`config.mk`:
```
export PLATFORM = sky130hd
export DESIGN_NAME = mem_stage_lsu
export DESIGN_NICKNAME = d
export VERILOG_FILES = /design/src/rtl/lsu_pkg.sv /design/src/rtl/mem_stage_lsu_load_extend.sv /design/src/rtl/mem_stage_lsu.sv
export SDC_FILE = /design/constraint.sdc
export NUM_CORES = 1
export LEC_CHECK = 0
export ABC_AREA = 1
export CAP_MARGIN = 15
export CORE_MARGIN = 1
export CORE_UTILIZATION = 49
export DETAILED_ROUTE_END_ITERATION = 6
export GPL_TIMING_DRIVEN = 0
export PLACE_DENSITY = 0.86
export SYNTH_ARGS = -nofsm -noshare
export SYNTH_HDL_FRONTEND = slang
export SYNTH_SLANG_ARGS = --single-unit
```
`constraint.sdc`:
```
create_clock -name clk -period 2.5 [get_ports clk]
set_input_delay 0.5 -clock clk [delete_from_list [all_inputs] [get_ports clk]]
set_output_delay 0.5 -clock clk [all_outputs]
set_load 0.05 [all_outputs]
```
`src/rtl/lsu_pkg.sv`:
```
// Shared definitions for the MEM-stage load/store unit: funct3 encodings,
// the handshake state type and helpers that turn funct3 size bits into masks.
package lsu_pkg;

   localparam logic [2:0] LB  = 3'b000;
   localparam logic [2:0] LH  = 3'b001;
   localparam logic [2:0] LW  = 3'b010;
   localparam logic [2:0] LD  = 3'b011;
   localparam logic [2:0] LBU = 3'b100;
   localparam logic [2:0] LHU = 3'b101;
   localparam logic [2:0] LWU = 3'b110;

   // funct3 bit that selects zero extension on loads
   localparam int F3_UNSIGNED_BIT = 2;

   typedef enum logic [1:0] {
      IDLE,
      WAIT_GNT,
      WAIT_RSP
   } lsuState_t;

   // Byte-enable pattern for an access of 1<<sizeSel bytes at lane 0
   function automatic logic [7:0] sizeMask(input logic [1:0] sizeSel);
      case (sizeSel)
         2'd0:    sizeMask = 8'h01;
         2'd1:    sizeMask = 8'h03;
         2'd2:    sizeMask = 8'h0F;
         default: sizeMask = 8'hFF;
      endcase
   endfunction

   // Low address bits that must be zero for an access of 1<<sizeSel bytes
   function automatic logic [2:0] offsetMask(input logic [1:0] sizeSel);
      case (sizeSel)
         2'd0:    offsetMask = 3'd0;
         2'd1:    offsetMask = 3'd1;
         2'd2:    offsetMask = 3'd3;
         default: offsetMask = 3'd7;
      endcase
   endfunction

endpackage

```
`src/rtl/mem_stage_lsu_load_extend.sv`:
```
// Load data alignment: moves the addressed bytes of a full memory word down
// to bit 0 and sign- or zero-extends them to the datapath width.
module lsu_load_extend
   import lsu_pkg::*;
#(
   parameter int XLEN   = 32,
   parameter int LANE_W = 2
) (
   input  logic [XLEN-1:0]   rdata,
   input  logic [LANE_W-1:0] lane,
   input  logic [2:0]        funct3,
   output logic [XLEN-1:0]   loadData
);

   logic [XLEN-1:0] shifted;
   logic            zeroExt;

   // Shift the selected lane down, then extend according to the access size;
   // the size casts carry the sign of their operand into the upper bits
   always_comb begin
      shifted  = rdata >> {lane, 3'b000};
      zeroExt  = funct3[F3_UNSIGNED_BIT];
      loadData = shifted;
      case (funct3[1:0])
         2'd0: begin
            if (zeroExt) loadData = XLEN'(shifted[7:0]);
            else         loadData = XLEN'($signed(shifted[7:0]));
         end
         2'd1: begin
            if (zeroExt) loadData = XLEN'(shifted[15:0]);
            else         loadData = XLEN'($signed(shifted[15:0]));
         end
         2'd2: begin
            if (zeroExt) loadData = XLEN'(shifted[31:0]);
            else         loadData = XLEN'($signed(shifted[31:0]));
         end
         default: loadData = shifted;
      endcase
   end

endmodule

```
`src/rtl/mem_stage_lsu.sv`:
```
// MEM stage of the RV32I/RV64I pipeline: formats loads and stores, runs the
// req/gnt/rvalid data-memory handshake (stalling upstream while it waits),
// traps misaligned or illegal accesses and holds the MEM/WB pipeline register.
module mem_stage_lsu
   import lsu_pkg::*;
#(
   parameter int XLEN   = 32,
   parameter int REG_AW = 5
) (
   input  logic              clk,
   input  logic              rst,
   input  logic              m_valid,
   input  logic [XLEN-1:0]   m_alu_result,
   input  logic [XLEN-1:0]   m_write_data,
   input  logic [REG_AW-1:0] m_rd,
   input  logic [2:0]        m_funct3,
   input  logic              m_mem_read,
   input  logic              m_mem_write,
   input  logic              m_reg_write,
   input  logic              m_result_src,
   output logic              m_ready,
   output logic              dmem_req,
   output logic              dmem_we,
   output logic [XLEN-1:0]   dmem_addr,
   output logic [XLEN/8-1:0] dmem_be,
   output logic [XLEN-1:0]   dmem_wdata,
   input  logic              dmem_gnt,
   input  logic              dmem_rvalid,
   input  logic [XLEN-1:0]   dmem_rdata,
   output logic              wb_valid,
   output logic              wb_reg_write,
   output logic [REG_AW-1:0] wb_rd,
   output logic [XLEN-1:0]   wb_result,
   output logic              wb_exc
);

   localparam int NBYTES = XLEN / 8;
   localparam int LANE_W = $clog2(NBYTES);

   lsuState_t state;
   lsuState_t stateNext;

   logic [XLEN-1:0]   addrLatch;
   logic [NBYTES-1:0] beLatch;
   logic [XLEN-1:0]   wdataLatch;
   logic              weLatch;
   logic [2:0]        funct3Latch;
   logic [LANE_W-1:0] laneLatch;

   logic              isMemOp;
   logic              isStore;
   logic              illegalF3;
   logic              misaligned;
   logic              accessFault;
   logic [LANE_W-1:0] reqLane;
   logic [XLEN-1:0]   reqAddr;
   logic [NBYTES-1:0] reqBe;
   logic [XLEN-1:0]   reqWdata;
   logic [XLEN-1:0]   loadData;
   logic              complete;
   logic              excNow;
   logic              latchReq;

   // Classify the instruction in MEM and build the bus request it would issue:
   // word-aligned address, shifted byte enables and store data replicated
   // across every lane so the memory can pick whichever lanes are enabled
   always_comb begin
      isMemOp     = m_valid && (m_mem_read || m_mem_write);
      isStore     = m_mem_write;
      illegalF3   = (m_funct3 == 3'b111) ||
                    ((XLEN == 32) && ((m_funct3 == LD) || (m_funct3 == LWU)));
      reqLane     = m_alu_result[LANE_W-1:0];
      misaligned  = (reqLane & LANE_W'(offsetMask(m_funct3[1:0]))) != '0;
      accessFault = isMemOp && (illegalF3 || misaligned);
      reqAddr     = {m_alu_result[XLEN-1:LANE_W], {LANE_W{1'b0}}};
      reqBe       = NBYTES'(sizeMask(m_funct3[1:0])) << reqLane;
      reqWdata    = m_write_data;
      case (m_funct3[1:0])
         2'd0: for (int i = 0; i < NBYTES; i++)     reqWdata[i*8 +: 8]   = m_write_data[7:0];
         2'd1: for (int i = 0; i < NBYTES / 2; i++) reqWdata[i*16 +: 16] = m_write_data[15:0];
         2'd2: for (int i = 0; i < NBYTES / 4; i++) reqWdata[i*32 +: 32] = m_write_data[31:0];
         default: reqWdata = m_write_data;
      endcase
   end

   // Handshake sequencing: a fresh request is driven straight from the MEM
   // inputs in IDLE and from the captured copy while waiting for the grant.
   // complete marks the cycle the MEM instruction retires into WB.
   always_comb begin
      stateNext  = state;
      m_ready    = 1'b0;
      complete   = 1'b0;
      excNow     = 1'b0;
      latchReq   = 1'b0;
      dmem_req   = 1'b0;
      dmem_we    = 1'b0;
      dmem_addr  = '0;
      dmem_be    = '0;
      dmem_wdata = '0;
      case (state)
         IDLE: begin
            m_ready = 1'b1;
            if (m_valid) begin
               if (isMemOp && !accessFault) begin
                  dmem_req   = 1'b1;
                  dmem_we    = isStore;
                  dmem_addr  = reqAddr;
                  dmem_be    = reqBe;
                  dmem_wdata = reqWdata;
                  latchReq   = 1'b1;
                  if (dmem_gnt) begin
                     if (isStore) begin
                        complete = 1'b1;
                     end else begin
                        m_ready   = 1'b0;
                        stateNext = WAIT_RSP;
                     end
                  end else begin
                     m_ready   = 1'b0;
                     stateNext = WAIT_GNT;
                  end
               end else begin
                  complete = 1'b1;
                  excNow   = accessFault;
               end
            end
         end
         WAIT_GNT: begin
            dmem_req   = 1'b1;
            dmem_we    = weLatch;
            dmem_addr  = addrLatch;
            dmem_be    = beLatch;
            dmem_wdata = wdataLatch;
            if (dmem_gnt) begin
               if (weLatch) begin
                  m_ready   = 1'b1;
                  complete  = 1'b1;
                  stateNext = IDLE;
               end else begin
                  stateNext = WAIT_RSP;
               end
            end
         end
         WAIT_RSP: begin
            if (dmem_rvalid) begin
               m_ready   = 1'b1;
               complete  = 1'b1;
               stateNext = IDLE;
            end
         end
         default: stateNext = IDLE;
      endcase
      if (rst) begin
         dmem_req = 1'b0;
         dmem_we  = 1'b0;
      end
   end

   lsu_load_extend #(
      .XLEN   (XLEN),
      .LANE_W (LANE_W)
   ) loadExtend (
      .rdata    (dmem_rdata),
      .lane     (laneLatch),
      .funct3   (funct3Latch),
      .loadData (loadData)
   );

   // Capture the request when it is first issued so the bus stays stable
   // while the memory withholds the grant and the load response can be aligned
   always_ff @(posedge clk) begin
      if (rst) begin
         addrLatch   <= '0;
         beLatch     <= '0;
         wdataLatch  <= '0;
         weLatch     <= 1'b0;
         funct3Latch <= '0;
         laneLatch   <= '0;
      end else if (latchReq) begin
         addrLatch   <= reqAddr;
         beLatch     <= reqBe;
         wdataLatch  <= reqWdata;
         weLatch     <= isStore;
         funct3Latch <= m_funct3;
         laneLatch   <= reqLane;
      end
   end

   // State register plus MEM/WB register: wb_valid pulses once per retired
   // instruction and the payload holds its last value through bubbles.
   // A trapped access reports its address and never writes the register file.
   always_ff @(posedge clk) begin
      if (rst) begin
         state        <= IDLE;
         wb_valid     <= 1'b0;
         wb_reg_write <= 1'b0;
         wb_rd        <= '0;
         wb_result    <= '0;
         wb_exc       <= 1'b0;
      end else begin
         state    <= stateNext;
         wb_valid <= complete;
         if (complete) begin
            wb_reg_write <= m_reg_write && !excNow;
            wb_rd        <= m_rd;
            wb_exc       <= excNow;
            if (excNow)            wb_result <= m_alu_result;
            else if (m_result_src) wb_result <= loadData;
            else                   wb_result <= m_alu_result;
         end
      end
   end

endmodule

```
==> impl_metrics.env <==
export IMPL_status="finished clean"
export IMPL_fin_setup_tns_ns=0
export IMPL_nFillCells=989
export IMPL_ys_seq_area_share_pct=35.8
export IMPL_antenna_found_initial=1
export IMPL_ant_nets=0
export IMPL_fp_row_count=41
export IMPL_endpoint_kind="primary output"
export IMPL_hold_class="input port to register"
export IMPL_cp_slowest_cell="dfxtp_1"
export IMPL_grt_pass1_vias=7250
export IMPL_path_cells="nor2_4, nand3_4, inv_4, nand2_8, buf_4, a21oi_1, o21ai_1, nand2_1, buf_6"
export IMPL_synthAdderAreaFrac_pct=0
export IMPL_dieArea_um2=13500
export IMPL_seq_area_um2=2280
export IMPL_hold_ws_ns=0.418
export IMPL_critPathMaxStageDelay_ns=0.34
export IMPL_fmax_mhz=406
export IMPL_clkSlewWorstSetupHoldPaths_ns=0.05
export IMPL_port_buffers=220
export IMPL_wl_mm=24.8
export IMPL_drt_iter0_drc=860
export IMPL_dp_slack_ns=-1.05
export IMPL_slew_headroom_pct=55.6
export IMPL_hpwl_mm=17.5
export IMPL_area_delta_synth_final_pct=52.5
export IMPL_dr_pass1_iters=6
export IMPL_worstMarginPinSlew_ns=0.667
export IMPL_cts_buffers=17
export IMPL_crit_path_max_fanout=10
export IMPL_cts_hold_buf=0
export IMPL_cts_tree="done"
export IMPL_synth_simple_gate_area_share_pct=41.3
export IMPL_clk_latency_ns=0.42
export IMPL_clockBufferDepth=2
export IMPL_critPathKind="register to primary output"
export IMPL_layout_min_cycle_time_ns=2.46
export IMPL_synthTopCellsByArea="dfxtp_1, nand2_1, a21oi_1"
export IMPL_multiInputGateArea_um2=3580
export IMPL_skew_ns=0.00568
export IMPL_remaining_drc_errors=0
export IMPL_overflow=0
export IMPL_ys_seq_elements=114
export IMPL_die_w_um=116
export IMPL_ctsHtreeMaxLevel=4
export IMPL_fin_ws_ns=0.0361
export IMPL_avgViaCountPerCell=5.41
export IMPL_grt_pass1_wl_mm=36.5
export IMPL_synthArstFlopShare_pct=0
export IMPL_syn_area_per_cell_um2=6.06
export IMPL_layout_commonest_cell="nand2_1"
export IMPL_synth_edf_count=0
export IMPL_finalHoldViolCount=0
export IMPL_slew_viol_final=0
export IMPL_post_route_period_util_pct=98.6
export IMPL_power_density_nw_per_um2=656
export IMPL_synth_cells=1053
export IMPL_nets=1420
export IMPL_setup_violations=0
export IMPL_wl_per_cell_um=16.6
export IMPL_grt_usage_pct=35.9
export IMPL_vias=8081
export IMPL_cts_root_buf="clkbuf_16"
export IMPL_die_y_um=116
export IMPL_grt_start_max_net_pins=17
export IMPL_coreArea_um2=12700
export IMPL_synthMuxAreaShare_pct=0
export IMPL_ys_warn_count=0
export IMPL_synth_largest_area_cell="dfxtp_1"
export IMPL_synth_cell_type_count=32
export IMPL_power_total_w=0.00639
export IMPL_arrival_ns=1.96
export IMPL_maxCapViolations=0
export IMPL_initial_core_util_pct=50.4
export IMPL_crit_family="simple AND/OR/NAND/NOR gates"
export IMPL_netlist_area_leader_share_pct=35.8
export IMPL_synth_ff_type="dfxtp_1"
export IMPL_irDropWorstVdd_uv=447
export IMPL_leakagePower_nw=4.72
export IMPL_gp_congestion=0.944
export IMPL_syn_area_um2=6380
export IMPL_synth_compound_area_share_pct=12.8
export IMPL_synth_xor_area_share_pct=0
export IMPL_path_buf_inv=3
export IMPL_required_ns=2.00
export IMPL_synth_top_family_by_area="simple AND/OR/NAND/NOR gates"
export IMPL_layout_drive_gt1_share_pct=16.7
export IMPL_ios=224
export IMPL_final_cell_mix="nand2_1, clkdlybuf4s50_1, dfxtp_1, nor2_1, a21oi_1"
export IMPL_cts_sinks=114
export IMPL_start_kind="register"
[state kept, by name (all words and copies together) (netlist names)]
signal        flops
addrLatch        30
beLatch           4
funct3Latch       3
laneLatch         2
state             2
wb_exc            1
wb_rd             5
wb_reg_write      1
wb_result        32
wb_valid          1
wdataLatch       32
weLatch           1
[stage by stage]
step / area (µm²) / instances / utilization, %
after floorplan: 6390 / 1054 / -
after global placement: 8810 / 1446 / 69.5
after detailed placement: 8810 / 1446 / 69.5
after CTS: 9590 / 1485 / 75.6
after global routing: 9730 / 1493 / 76.8
final: 9730 / 1493 / 76.8
[kinds of logic after synthesis]
family,after synthesis
and+or+nand+nor,640
buffers and inverters,143
other,1
DFF,114
AOI/OAI and AO/OA,155
[cells in the mapped netlist (13+ instances only)]
library cell and instances:
clkbuf_1 26, buf_2 23, buf_4 13, inv_1 64, nor3_1 24, dfxtp_1 114, nand3b_1 16, nor2_1 101
nand3_1 36, nand2_1 445, a21oi_1 98, o22ai_1 16, o21ai_0 29
[per-layer routing]
metal	GRT usage [%]	up-vias	wire, µm
met4	18.7	0	1110
met2	60.1	520	11800
met1	42.8	3626	9550
li1	-	3834	-
met5	0	-	0
met3	8.67	101	2350
[worst paths after layout]
path,from,end,slack (ns),cells past startpoint
setup reg to reg,state[1],wb_result[29],0.59,10
hold reg to reg,addrLatch[22],addrLatch[22],0.46,2
setup / recovery,state[1],dmem_wdata[21],0.04,9
hold / removal,m_funct3[2],funct3Latch[2],0.42,3
[tightest hold or removal path, delay by kind of cell]
family,cells,cell delay (ns)
AO/OA/AOI/OAI,1,0.10
AND/OR/NAND/NOR,1,0.08
buffers and inverters,1,0.12
[timing repair]
item | CTS | global route
pin swaps | 10 | 12
gates resized for setup | 489 | 50
buffers inserted | 5 | 7
setup endpoints to repair | 69 | 68
gates cloned | 3 | 0
[power by group]
part           internal [W]  switching (W)  leakage, nW
Clock               0.00173       0.000851        0.312
Combinational      0.000655        0.00114         3.47
Sequential          0.00194      0.0000671        0.935
Total               0.00433        0.00206         4.72
[area by class of cell]
class / instances / area share (%)
inverter: 76 / 3.03
clock inverter: 11 / 1.62
timing repair buffer: 235 / 23.7
tap: 172 / 2.21
buffer: 66 / 4.32
antenna: 1 / 0.0257
clock buffer: 21 / 4.83
multi-input combinational: 797 / 36.8
sequential: 114 / 23.5
Power figures use the tool's default switching activity.
